## config.mk

```make
export PLATFORM = sky130hd
export DESIGN_NAME = ps2_lcd_console
export DESIGN_NICKNAME = d
export VERILOG_FILES = /design/src/rtl/ps2_lcd_pkg.sv /design/src/rtl/lcd_write_engine.sv /design/src/rtl/ps2_lcd_console.sv
export SDC_FILE = /design/constraint.sdc
export NUM_CORES = 1
export LEC_CHECK = 0
export ABC_AREA = 1
export CAP_MARGIN = 20
export CORE_UTILIZATION = 35
export CTS_BUF_LIST = sky130_fd_sc_hd__clkbuf_16
export DETAILED_ROUTE_END_ITERATION = 7
export PLACE_DENSITY = 0.53
export SLEW_MARGIN = 20
export SYNTH_ARGS = -nofsm -noshare
export SYNTH_HDL_FRONTEND = slang
export SYNTH_SLANG_ARGS = --single-unit
```

## constraint.sdc

```tcl
create_clock -name CLK50MHz -period 3.75 [get_ports CLK50MHz]
set_clock_uncertainty 0.05 [all_clocks]
set_input_delay 1.125 -clock CLK50MHz [delete_from_list [all_inputs] [get_ports CLK50MHz]]
set_output_delay 1.125 -clock CLK50MHz [all_outputs]
set_load 0.01 [all_outputs]
```

## src/rtl/ps2_lcd_pkg.sv

```systemverilog
// ps2_lcd_pkg - shared definitions for the PS/2 -> HD44780 console.
//   * PS/2 set-2 scancode constants and the scancode-to-ASCII map
//   * HD44780 command bytes used by the console
//   * FSM state enums and the queued-write record
package ps2_lcd_pkg;

    localparam logic [7:0] SC_BREAK = 8'hF0;
    localparam logic [7:0] SC_EXT   = 8'hE0;
    localparam logic [7:0] SC_ENTER = 8'h5A;
    localparam logic [7:0] SC_BKSP  = 8'h66;
    localparam logic [7:0] SC_ESC   = 8'h76;
    localparam logic [7:0] SC_LEFT  = 8'h6B;
    localparam logic [7:0] SC_RIGHT = 8'h74;

    localparam logic [7:0] LCD_FUNC_SET = 8'h38;  // 8-bit bus, 2 lines, 5x8
    localparam logic [7:0] LCD_DISP_ON  = 8'h0C;  // display on, cursor off
    localparam logic [7:0] LCD_CLEAR    = 8'h01;
    localparam logic [7:0] LCD_ENTRY    = 8'h06;  // increment, no shift
    localparam logic [7:0] LCD_LINE1    = 8'h80;
    localparam logic [7:0] LCD_LINE2    = 8'hC0;
    localparam logic [7:0] ASCII_SPACE  = 8'h20;

    typedef enum logic [1:0] {S_POWERUP, S_IDLE, S_RUN} con_state_t;
    typedef enum logic [1:0] {E_IDLE, E_SETUP, E_HIGH, E_WAIT} eng_state_t;

    typedef struct packed {
        logic       rs;
        logic [7:0] data;
    } lcd_wr_t;

    // Returns 0x00 for codes that have no printable character.
    function automatic logic [7:0] sc_to_ascii(input logic [7:0] sc);
        case (sc)
            8'h1C: return "A";  8'h32: return "B";  8'h21: return "C";
            8'h23: return "D";  8'h24: return "E";  8'h2B: return "F";
            8'h34: return "G";  8'h33: return "H";  8'h43: return "I";
            8'h3B: return "J";  8'h42: return "K";  8'h4B: return "L";
            8'h3A: return "M";  8'h31: return "N";  8'h44: return "O";
            8'h4D: return "P";  8'h15: return "Q";  8'h2D: return "R";
            8'h1B: return "S";  8'h2C: return "T";  8'h3C: return "U";
            8'h2A: return "V";  8'h1D: return "W";  8'h22: return "X";
            8'h35: return "Y";  8'h1A: return "Z";
            8'h45: return "0";  8'h16: return "1";  8'h1E: return "2";
            8'h26: return "3";  8'h25: return "4";  8'h2E: return "5";
            8'h36: return "6";  8'h3D: return "7";  8'h3E: return "8";
            8'h46: return "9";  8'h29: return " ";
            default: return 8'h00;
        endcase
    endfunction

    // Cursor position 0..31 -> set-DDRAM-address command.
    function automatic logic [7:0] pos_to_cmd(input logic [4:0] pos);
        return (pos[4] ? LCD_LINE2 : LCD_LINE1) | {4'h0, pos[3:0]};
    endfunction

endpackage

```

## src/rtl/lcd_write_engine.sv

```systemverilog
// lcd_write_engine - one HD44780 bus write per req.
//   req      : start a write (only honoured when idle; caller waits for done)
//   rs/data  : register select and byte, captured with req
//   done     : one-cycle pulse in the last cycle of the post-write wait
//   LCD_E/LCD_RS/LCD_DATA : bus pins
// Timing: RS/DATA drive one cycle before E rises, E high T_E cycles, then
// T_CMD (or T_CLEAR after a clear command) wait cycles with the bus held.
module lcd_write_engine
    import ps2_lcd_pkg::*;
#(
    parameter int T_E     = 12,
    parameter int T_CMD   = 2000,
    parameter int T_CLEAR = 82000
) (
    input  logic       CLK50MHz,
    input  logic       reset,
    input  logic       req,
    input  logic       rs,
    input  logic [7:0] data,
    output logic       done,
    output logic       LCD_E,
    output logic       LCD_RS,
    output logic [7:0] LCD_DATA
);

    localparam int T_MAX0 = (T_CLEAR > T_CMD) ? T_CLEAR : T_CMD;
    localparam int T_MAX  = (T_MAX0 > T_E) ? T_MAX0 : T_E;
    localparam int CW     = $clog2(T_MAX + 1);
    localparam logic [CW-1:0] E_LOAD   = CW'(T_E - 1);
    localparam logic [CW-1:0] CMD_LOAD = CW'(T_CMD - 1);
    localparam logic [CW-1:0] CLR_LOAD = CW'(T_CLEAR - 1);

    eng_state_t    state, state_n;
    logic [CW-1:0] cnt;

    always_ff @(posedge CLK50MHz) begin
        if (reset) state <= E_IDLE;
        else       state <= state_n;
    end

    always_comb begin
        state_n = state;
        case (state)
            E_IDLE:  if (req) state_n = E_SETUP;
            E_SETUP: state_n = E_HIGH;
            E_HIGH:  if (cnt == '0) state_n = E_WAIT;
            E_WAIT:  if (cnt == '0) state_n = E_IDLE;
            default: state_n = E_IDLE;
        endcase
    end

    assign done = (state == E_WAIT) && (cnt == '0);

    always_ff @(posedge CLK50MHz) begin
        if (reset) begin
            cnt      <= '0;
            LCD_E    <= 1'b0;
            LCD_RS   <= 1'b0;
            LCD_DATA <= 8'h00;
        end else begin
            case (state)
                E_IDLE: if (req) begin
                    LCD_RS   <= rs;
                    LCD_DATA <= data;
                end
                E_SETUP: begin
                    LCD_E <= 1'b1;
                    cnt   <= E_LOAD;
                end
                E_HIGH: begin
                    if (cnt == '0) begin
                        LCD_E <= 1'b0;
                        // clear needs the long execution time
                        cnt   <= (!LCD_RS && LCD_DATA == LCD_CLEAR) ? CLR_LOAD : CMD_LOAD;
                    end else begin
                        cnt <= cnt - 1'b1;
                    end
                end
                E_WAIT: if (cnt != '0) cnt <= cnt - 1'b1;
                default: ;
            endcase
        end
    end

endmodule

```

## src/rtl/ps2_lcd_console.sv

```systemverilog
// ps2_lcd_console - PS/2 set-2 keyboard to 16x2 HD44780 console (8-bit, write-only).
//   CLK50MHz, reset (sync, active high)
//   scancode/scan_valid : byte stream from the keyboard receiver
//   LCD_RS/LCD_E/LCD_RW/LCD_DATA : LCD bus (RW tied low)
//   espera : busy while initialising or executing a key; bytes are dropped then
// Optional: define PS2_EXT_EN to decode E0-prefixed left/right arrow keys.
// Each key is decoded into a short list (max 4) of bus writes that is then
// replayed through lcd_write_engine; the init sequence uses the same list.
module ps2_lcd_console
    import ps2_lcd_pkg::*;
#(
    parameter int T_POWERUP = 750000,
    parameter int T_E       = 12,
    parameter int T_CMD     = 2000,
    parameter int T_CLEAR   = 82000
) (
    input  logic       CLK50MHz,
    input  logic       reset,
    input  logic [7:0] scancode,
    input  logic       scan_valid,
    output logic       LCD_RS,
    output logic       LCD_E,
    output logic       LCD_RW,
    output logic [7:0] LCD_DATA,
    output logic       espera
);

    localparam int PW = $clog2(T_POWERUP + 1);
    localparam logic [PW-1:0] PU_LOAD = PW'(T_POWERUP - 1);

    con_state_t      state, state_n;
    logic [PW-1:0]   pu_cnt;
    logic [4:0]      pos, pos_n, pos_m1, pos_p1;
    logic            brk, brk_n;
`ifdef PS2_EXT_EN
    logic            ext, ext_n;
`endif
    lcd_wr_t [3:0]   wr_q, dec_q;
    logic [1:0]      wr_idx, wr_last, dec_last;
    logic            dec_any;
    logic            pending, req, done;
    logic [7:0]      ascii;

    assign pos_m1 = pos - 5'd1;
    assign pos_p1 = pos + 5'd1;
    assign ascii  = sc_to_ascii(scancode);

    // Key decode: write list and next cursor/flag values for the current byte.
    always_comb begin
        dec_q    = '0;
        dec_last = 2'd0;
        dec_any  = 1'b0;
        pos_n    = pos;
        brk_n    = brk;
`ifdef PS2_EXT_EN
        ext_n    = ext;
`endif
        if (brk) begin
            // byte after F0 is the released key: swallow it
            brk_n = 1'b0;
`ifdef PS2_EXT_EN
            ext_n = 1'b0;
`endif
        end else if (scancode == SC_BREAK) begin
            brk_n = 1'b1;
`ifdef PS2_EXT_EN
        end else if (scancode == SC_EXT) begin
            ext_n = 1'b1;
        end else if (ext) begin
            ext_n = 1'b0;
            if (scancode == SC_LEFT) begin
                pos_n    = pos_m1;
                dec_q[0] = '{rs: 1'b0, data: pos_to_cmd(pos_m1)};
                dec_any  = 1'b1;
            end else if (scancode == SC_RIGHT) begin
                pos_n    = pos_p1;
                dec_q[0] = '{rs: 1'b0, data: pos_to_cmd(pos_p1)};
                dec_any  = 1'b1;
            end
`endif
        end else if (scancode == SC_ENTER) begin
            pos_n    = pos[4] ? 5'd0 : 5'd16;
            dec_q[0] = '{rs: 1'b0, data: pos[4] ? LCD_LINE1 : LCD_LINE2};
            dec_any  = 1'b1;
        end else if (scancode == SC_BKSP) begin
            if (pos != 5'd0) begin
                pos_n    = pos_m1;
                dec_q[0] = '{rs: 1'b0, data: pos_to_cmd(pos_m1)};
                dec_q[1] = '{rs: 1'b1, data: ASCII_SPACE};
                dec_q[2] = '{rs: 1'b0, data: pos_to_cmd(pos_m1)};
                dec_last = 2'd2;
                dec_any  = 1'b1;
            end
        end else if (scancode == SC_ESC) begin
            pos_n    = 5'd0;
            dec_q[0] = '{rs: 1'b0, data: LCD_CLEAR};
            dec_any  = 1'b1;
        end else if (ascii != 8'h00) begin
            pos_n    = pos_p1;   // 31 -> 0 by 5-bit wrap
            dec_q[0] = '{rs: 1'b1, data: ascii};
            dec_any  = 1'b1;
            // the HD44780 address counter does not jump 0x0F -> 0x40 by itself
            if (pos == 5'd15) begin
                dec_q[1] = '{rs: 1'b0, data: LCD_LINE2};
                dec_last = 2'd1;
            end else if (pos == 5'd31) begin
                dec_q[1] = '{rs: 1'b0, data: LCD_LINE1};
                dec_last = 2'd1;
            end
        end
    end

    always_ff @(posedge CLK50MHz) begin
        if (reset) state <= S_POWERUP;
        else       state <= state_n;
    end

    always_comb begin
        state_n = state;
        req     = 1'b0;
        case (state)
            S_POWERUP: if (pu_cnt == '0) state_n = S_RUN;
            S_IDLE:    if (scan_valid && dec_any) state_n = S_RUN;
            S_RUN: begin
                req = !pending;
                if (done && wr_idx == wr_last) state_n = S_IDLE;
            end
            default:   state_n = S_POWERUP;
        endcase
    end

    always_ff @(posedge CLK50MHz) begin
        if (reset) begin
            pu_cnt  <= PU_LOAD;
            pos     <= 5'd0;
            brk     <= 1'b0;
`ifdef PS2_EXT_EN
            ext     <= 1'b0;
`endif
            wr_q    <= '0;
            wr_idx  <= 2'd0;
            wr_last <= 2'd0;
            pending <= 1'b0;
        end else begin
            case (state)
                S_POWERUP: begin
                    if (pu_cnt == '0) begin
                        wr_q[0] <= '{rs: 1'b0, data: LCD_FUNC_SET};
                        wr_q[1] <= '{rs: 1'b0, data: LCD_DISP_ON};
                        wr_q[2] <= '{rs: 1'b0, data: LCD_CLEAR};
                        wr_q[3] <= '{rs: 1'b0, data: LCD_ENTRY};
                        wr_idx  <= 2'd0;
                        wr_last <= 2'd3;
                    end else begin
                        pu_cnt <= pu_cnt - 1'b1;
                    end
                end
                S_IDLE: if (scan_valid) begin
                    pos <= pos_n;
                    brk <= brk_n;
`ifdef PS2_EXT_EN
                    ext <= ext_n;
`endif
                    if (dec_any) begin
                        wr_q    <= dec_q;
                        wr_idx  <= 2'd0;
                        wr_last <= dec_last;
                    end
                end
                S_RUN: begin
                    if (req) pending <= 1'b1;
                    if (done) begin
                        pending <= 1'b0;
                        wr_idx  <= wr_idx + 2'd1;
                    end
                end
                default: ;
            endcase
        end
    end

    lcd_write_engine #(
        .T_E     (T_E),
        .T_CMD   (T_CMD),
        .T_CLEAR (T_CLEAR)
    ) u_eng (
        .CLK50MHz (CLK50MHz),
        .reset    (reset),
        .req      (req),
        .rs       (wr_q[wr_idx].rs),
        .data     (wr_q[wr_idx].data),
        .done     (done),
        .LCD_E    (LCD_E),
        .LCD_RS   (LCD_RS),
        .LCD_DATA (LCD_DATA)
    );

    assign LCD_RW = 1'b0;
    assign espera = (state != S_IDLE);

endmodule

```

==> metrics.txt <==
Setup Viol. Count Final=0; post-route minimum period=3.453 ns; critical path's largest stage delay=0.54 ns; TritonCTS clock tree=yes; TritonCTS Buffers=9; antenna cells=0; I/O pin cnt=23; Clock Path Buffers=2; cell-internal power=1.743 mW; placement row count=43; placeable core region=13,990 µm²; final instance area=5898 µm²; final routed wirelength across all metal layers=14.12 mm; peak supply drop=0.0002684 V; Final Max Slew Viols=0; dominant cell type by count on the critical path=nand2_1; effective utilization at floorplan=36.27%; detail-routed net length per standard cell=14.20 µm; worst slack at placement=-0.1350 ns; remaining global-route overflow=0; area of the die=14,980 µm²; hold path depth=1; global-route track usage on met1=26.69%; data arrival time of the critical path=3.67 ns; Max Freq=289.6 MHz; height of the die=122.4 µm; CTS root buffer=clkbuf_16; setup repair after global routing missed its margin=no; dominant synthesized flop cell=dfxtp_1; Synth Area per Inst=6.555 µm²; status=complete, no violations; via count=5,126; Critical Path Fanout Max=23; Mapped Area=5074 µm²; buffer count from post-CTS setup fixing=0; total of buffers placed on input and output ports=21; DRC errors left=0; post-synthesis sequential area ratio=31.57%; count of yosys warnings during synthesis=0; Pre-Repair DR Iteration Count=5; Detail Placement HPWL=10.91 mm; GP Congestion=0.9451; worst setup path class=in2reg; post-synthesis compound-gate area fraction=17.41%; nets@finish=840; Area after DPL=5608 µm²; post-synthesis net count=804; main combinational cell family by area after synthesis=simple AND/OR/NAND/NOR gates; clock network latency to the later pin of the worst-skew pair=0.34 ns; fraction of met2 tracks used by global routing=31.78%; fraction of layout instances using a drive strength above 1=7.985%; multiplexer area fraction after synthesis=0%; Die Span X=122.4 µm; Most Used Layer, Global Route=met2; GRT Total Usage=19.98%; crit share post-route=92.07%; post-synthesis cell type count=47; via count of the first global-routing pass=4,922; max-cap violations=0; count of routing violations after the opening detailed-route iteration=336; relative area change from synthesis to final layout=16.25%; type of the tightest min-delay check=reg2reg; number of hold-slack violations in the final timing report=0; average vias per placed instance=5.157; global routing usage on met3=3.532%; maximum number of pins on one net before global-route repair=27; combinational group share of total power=32.5%; switching power as a share of total power=35.69%; Design Power=2.710 mW; kind of capture point of the worst setup path=flip-flop; # clock sinks=80; area share of xor/xnor cells in the synthesized design=3.453%; list of cells traversed by the critical path=clkdlybuf4s50_1 -> inv_1 -> ha_1 -> nand2_1 -> inv_1 -> nand2_1 -> o211ai_1 -> nand3_1 -> nand2_1 -> nand2_1 -> nand2_1 -> nor2_1 -> nand3_4 -> nand3_4 -> nand2_8 -> clkinv_1 -> nor2_1 -> nor2_1; FF-to-FF path depth=14; slew at the pin with the worst max-slew slack=0.6671 ns; initial antenna violation count=0; number of levels the H-tree was split into=3; number of flops mapped to enable cells by yosys=0; Static Leak=2.528 nW; flop and latch count out of synthesis=80; Filler Cell Count=1,479; slowest CP cell=clkdlybuf4s50_1; Post-Synthesis Cells=774; first-pass GRT wire length=23.81 mm; Worst Slack Setup Final=0.2974 ns; relative slew slack=55.48%; type of origin of the critical path=input port; WP data required=3.97 ns; power dissipated by switching net loads=967.0 µW; synthesized-area fraction occupied by and/or/nand/nor cells=33.61%; clock transition time at the flip-flop clock pins of the worst setup and hold paths=0.06 ns; post-detailed-route count of antenna-violating nets=0; Synth async-reset ratio=0%; Synth Area in Adders=4.686%; power share of the sequential group=36.5%; total power density per cell area=459.4 nW/µm²; part of the power in the clock network=31.1%
layout make-up:
type	instances	area (µm²)	area share (%)
multi-input combinational	581	3018	51.17
sequential	80	1602	27.15
timing repair buffer	48	437.9	7.425
inverter	90	337.8	5.728
clock buffer	9	225.2	3.818
tap	180	225.2	3.818
clock inverter	6	52.55	0.8910
stage by stage:
| stage | TNS, ns | std cells | util, % | hold WS (ns) |
|---|---|---|---|---|
| 6_report | 0 | 994 | 42.16 | 0.4211 |
| 4_1_cts | 0 | 994 | 42.08 | 0.4273 |
| 3_5_place_dp | -1.324 | 979 | 40.09 | 0.4186 |
| 5_1_grt | 0 | 994 | 42.16 | 0.4514 |
| 2_1_floorplan | 0 | 774 | - | 0.3764 |
| 3_3_place_gp | -0.3118 | 979 | 40.09 | 0.3950 |
placed cells by master, fill, tap and decap left out, drive strengths merged, types with 5 or more instances in the layout:
cell type      netlist  final
a211oi               7      7
nand4               12     12
or2                  5      5
xor2                12     12
xnor2                8      8
nand2              142    142
o211ai               7      7
buf                 11     27
nor3                20     20
dfxtp               80     80
nand3               64     64
clkbuf              12      9
inv                 87     88
a21oi               63     63
ha                  19     19
clkdlybuf4s50        0     21
nor2               126    126
clkinv               3      6
a31oi                7      7
nor4                 5      5
o21ai               65     65
Yosys cell counts, types with 5 or more instances:
cell	n	area [µm²]
o21ai_0	48	240.2
a21oi_1	63	315.3
nand3_1	61	305.3
a211oi_1	7	52.55
nor4_1	5	31.28
o21ai_1	16	80.08
a31oi_1	7	43.79
nand4_1	12	75.07
clkbuf_1	12	45.04
nor3_1	17	85.08
inv_1	79	296.5
inv_2	8	30.03
xor2_1	12	105.1
xnor2_1	8	70.07
nor2_1	120	450.4
ha_1	19	237.7
nand2_1	140	525.5
dfxtp_1	80	1602
o211ai_1	7	52.55
kinds of logic after synthesis:
logic type / after synthesis
simple gates: 381
compound gates: 160
buf+inv: 113
flops: 80
xor+xnor: 20
fa+ha+maj: 19
other cells: 1
flip-flops by register name, summed over array words and instances (netlist names), 2 cells and up:
signal and count:
u_eng.state 2, u_eng.cnt 17, pu_cnt 20, wr_last 2, wr_q 18, wr_idx 2, pos 5, u_eng.LCD_DATA 8
state 2
per-layer routing:
layer,share of wire (%),vias to the layer above
li1,-,2641
met1,49,2354
met2,46,107
met3,3.2,24
met4,2.3,0
met5,0,-
critical path: cells and delay by family:
kind                       cells  cell delay (ns)
and+or+nand+nor               12             1.25
buffers and inverters          4             0.88
adders and majority gates      1             0.32
AOI/OAI and AO/OA              1             0.09
what timing repair did:
| item | in CTS | in global routing |
|---|---|---|
| endpoints found under the setup margin | 0 | 6 |
| hold buffers | 0 | 0 |
| resized for setup | 0 | 2 |
power by group through the flow:
| stage | Clock [mW] | Sequential [mW] | Combinational [mW] |
|---|---|---|---|
| finish | 0.842 | 0.989 | 0.879 |
| global route | 0.903 | 0.999 | 0.994 |
| CTS | 0.860 | 0.988 | 0.875 |
| detailed placement | 0 | 1.01 | 0.868 |
| global placement | 0 | 1.00 | 0.853 |
| floorplan | 0 | 0.993 | 0.651 |
final timing paths:
| path | end | from | slack (ns) |
|---|---|---|---|
| setup / recovery | wr_q[0] | scancode[0] | 0.30 |
| hold / removal | u_eng.cnt[0] | u_eng.cnt[0] | 0.42 |
| setup reg to reg | pu_cnt[13] | pu_cnt[0] | 1.31 |
| hold reg to reg | u_eng.cnt[0] | u_eng.cnt[0] | 0.42 |
Note: power is estimated with default switching activity, not from simulation.
==> patch: new RTL, config.mk and constraints unchanged <==
Encoding of `eng_state_t`: now one-hot (4 bits for 4 states).
--- a/src/rtl/ps2_lcd_pkg.sv
+++ b/src/rtl/ps2_lcd_pkg.sv
@@ -22,5 +22,5 @@
 
     typedef enum logic [1:0] {S_POWERUP, S_IDLE, S_RUN} con_state_t;
-    typedef enum logic [1:0] {E_IDLE, E_SETUP, E_HIGH, E_WAIT} eng_state_t;
+    typedef enum logic [3:0] {E_IDLE = 4'b0001, E_SETUP = 4'b0010, E_HIGH = 4'b0100, E_WAIT = 4'b1000} eng_state_t;
 
     typedef struct packed {
Behaviour: same outputs for any inputs over 4 cycles, from zero or initial values and one cycle with reset high; so few cycles prove little.
==> patch against the unedited design <==
  * Area after synthesis down 0.17%
  * Sequential cell count up 2
  * Worst setup slack worse by 0.083 ns
  * First-iteration DRC count down 1.5%
  * Final cell count up 1.9%
  * Sequential share of layout area up 1.1 points
  * Global-route usage down 1.2 points
  * Routed wire length down 5.9%
  * Cell area down 1.6%
Power is not compared: it rests on default switching activity, and its combinational part moved more than twofold at a synthesized area within 25%.
==> patch: results (changes against the unedited design) <==
| Metric | Value |
|---|---|
| Seq/Total Area, Yosys | `0.324 (+0.00845)` |
| Post-synth top cells | `nand2_1, inv_1, nor2_1` |
| DR WL/cell | `13.1 um (-7.7%)` |
| Largest net degree at the start of global routing | `50 (+85%)` |
| Fill count | `1,508 (+2.0%)` |
| Mean post-synth cell area | `6.35 um2 (-3.1%)` |
| Adder-cell area share of the yosys netlist | `0.0346 (-0.0123)` |
| Arrival time at the worst endpoint | `3.68 ns (about the same)` |
| Placed insts | `998 (+1.9%)` |
| Pre-CTS setup slack | `-0.0652 ns (+0.0698 ns)` |
| Flop2flop setup slack | `1.25 ns (-0.06 ns)` |
| Slew headroom | `0.444 (-0.111)` |
| Worst path max stage delay | `0.51 ns (-0.03 ns)` |
| First-pass GRT wire length | `22,500 um (-5.6%)` |
| Post-layout util | `0.415 (-0.00689)` |
| Yosys cell types | `43 (-8.5%)` |
| Post-DP HPWL | `10,000 um (-8.3%)` |
| Reg-to-Reg End | `u_eng.cnt[14]$_SDFFE_PP0P_` |
| Vias in the first global route | `4,887 (-0.71%)` |
| XOR/XNOR Fraction of Synth Area | `0.0311 (-0.00340)` |
| Layout cells sized above 1 | `0.0672 (-0.0126)` |
| Synth Area in Compound Gates | `0.165 (-0.00909)` |
| Hold crit path type | `reg2reg` |
| Worst hold slack | `0.413 ns (-0.00798 ns)` |
| Ant. Diodes | `0 (unchanged)` |
| Gp weighted congestion | `0.937 (-0.84%)` |
| CP Max Fanout | `19 (-17%)` |
| Hold path depth | `2 (+1)` |
| Detailed-route wire length | `13,300 um (-5.9%)` |
| Via-to-Cell Ratio | `5.05 (-2.1%)` |
| Top post-synthesis cells by area | `dfxtp_1, nand2_1, inv_1, nand3_1, nor2_1` |
| Setup slack after layout | `0.214 ns (-0.0833 ns)` |
| Worst hold endpoint | `pu_cnt[19]$_SDFFE_PP1P_` |
| Syn nets | `822 (+2.2%)` |
| Reg-to-reg critical path startpoint | `u_eng.cnt[0]$_SDFFE_PP0P_` |
| Worst setup startpoint | `scancode[1]` |
| Tot GR Track Use | `0.188 (-0.0117)` |
| Crit path to | `wr_q[14]$_SDFFE_PP0P_` |
| Hold_sp | `pu_cnt[19]$_SDFFE_PP1P_` |
| Mux share of post-synthesis cell area | `0 (unchanged)` |
| Starting DRT DRC Count | `331 (-1.5%)` |
| Clock Path Buffers | `2 (unchanged)` |
| Post-placement cell area | `5550 um2 (-1.1%)` |
| FF-to-FF path depth | `11 (-3)` |
| Status | `completed` |
-- patch: changes by cell type in the layout (fill, tap and decap cells not counted), moves of 4 or more --
cell / delta
nand4_1: -5
inv_1: +29
ha_1: -5
nor2_1: -16
nand2_1: +25
clkinv_1: -4
o21ai_0: +5
o21ai_1: -15
nand3_1: +17
a21oi_1: +12
xnor2_1: -5
-- patch: routing by layer --
layer | GRT usage | routed length [um]
met1 | 0.235 | 6260
met2 | 0.322 | 6300
met3 | 0.0325 | 494
met4 | 0.0686 | 222
met5 | 0 | 0
-- patch: cell type report --
cell class              instances  area share
flip-flops and latches         82       0.283
inverters                     114      0.0740
well taps                     180      0.0388
clock inverters                 6     0.00496
repair buffers                 44      0.0673
multi-input cells             578       0.493
clock buffers                   9      0.0388
-- patch: power breakdown --
part           internal [mW]  switching [mW]  leakage (nW)
Clock                  0.435           0.341         0.135
Combinational          0.130           0.191          1.69
Sequential             0.903          0.0240         0.662
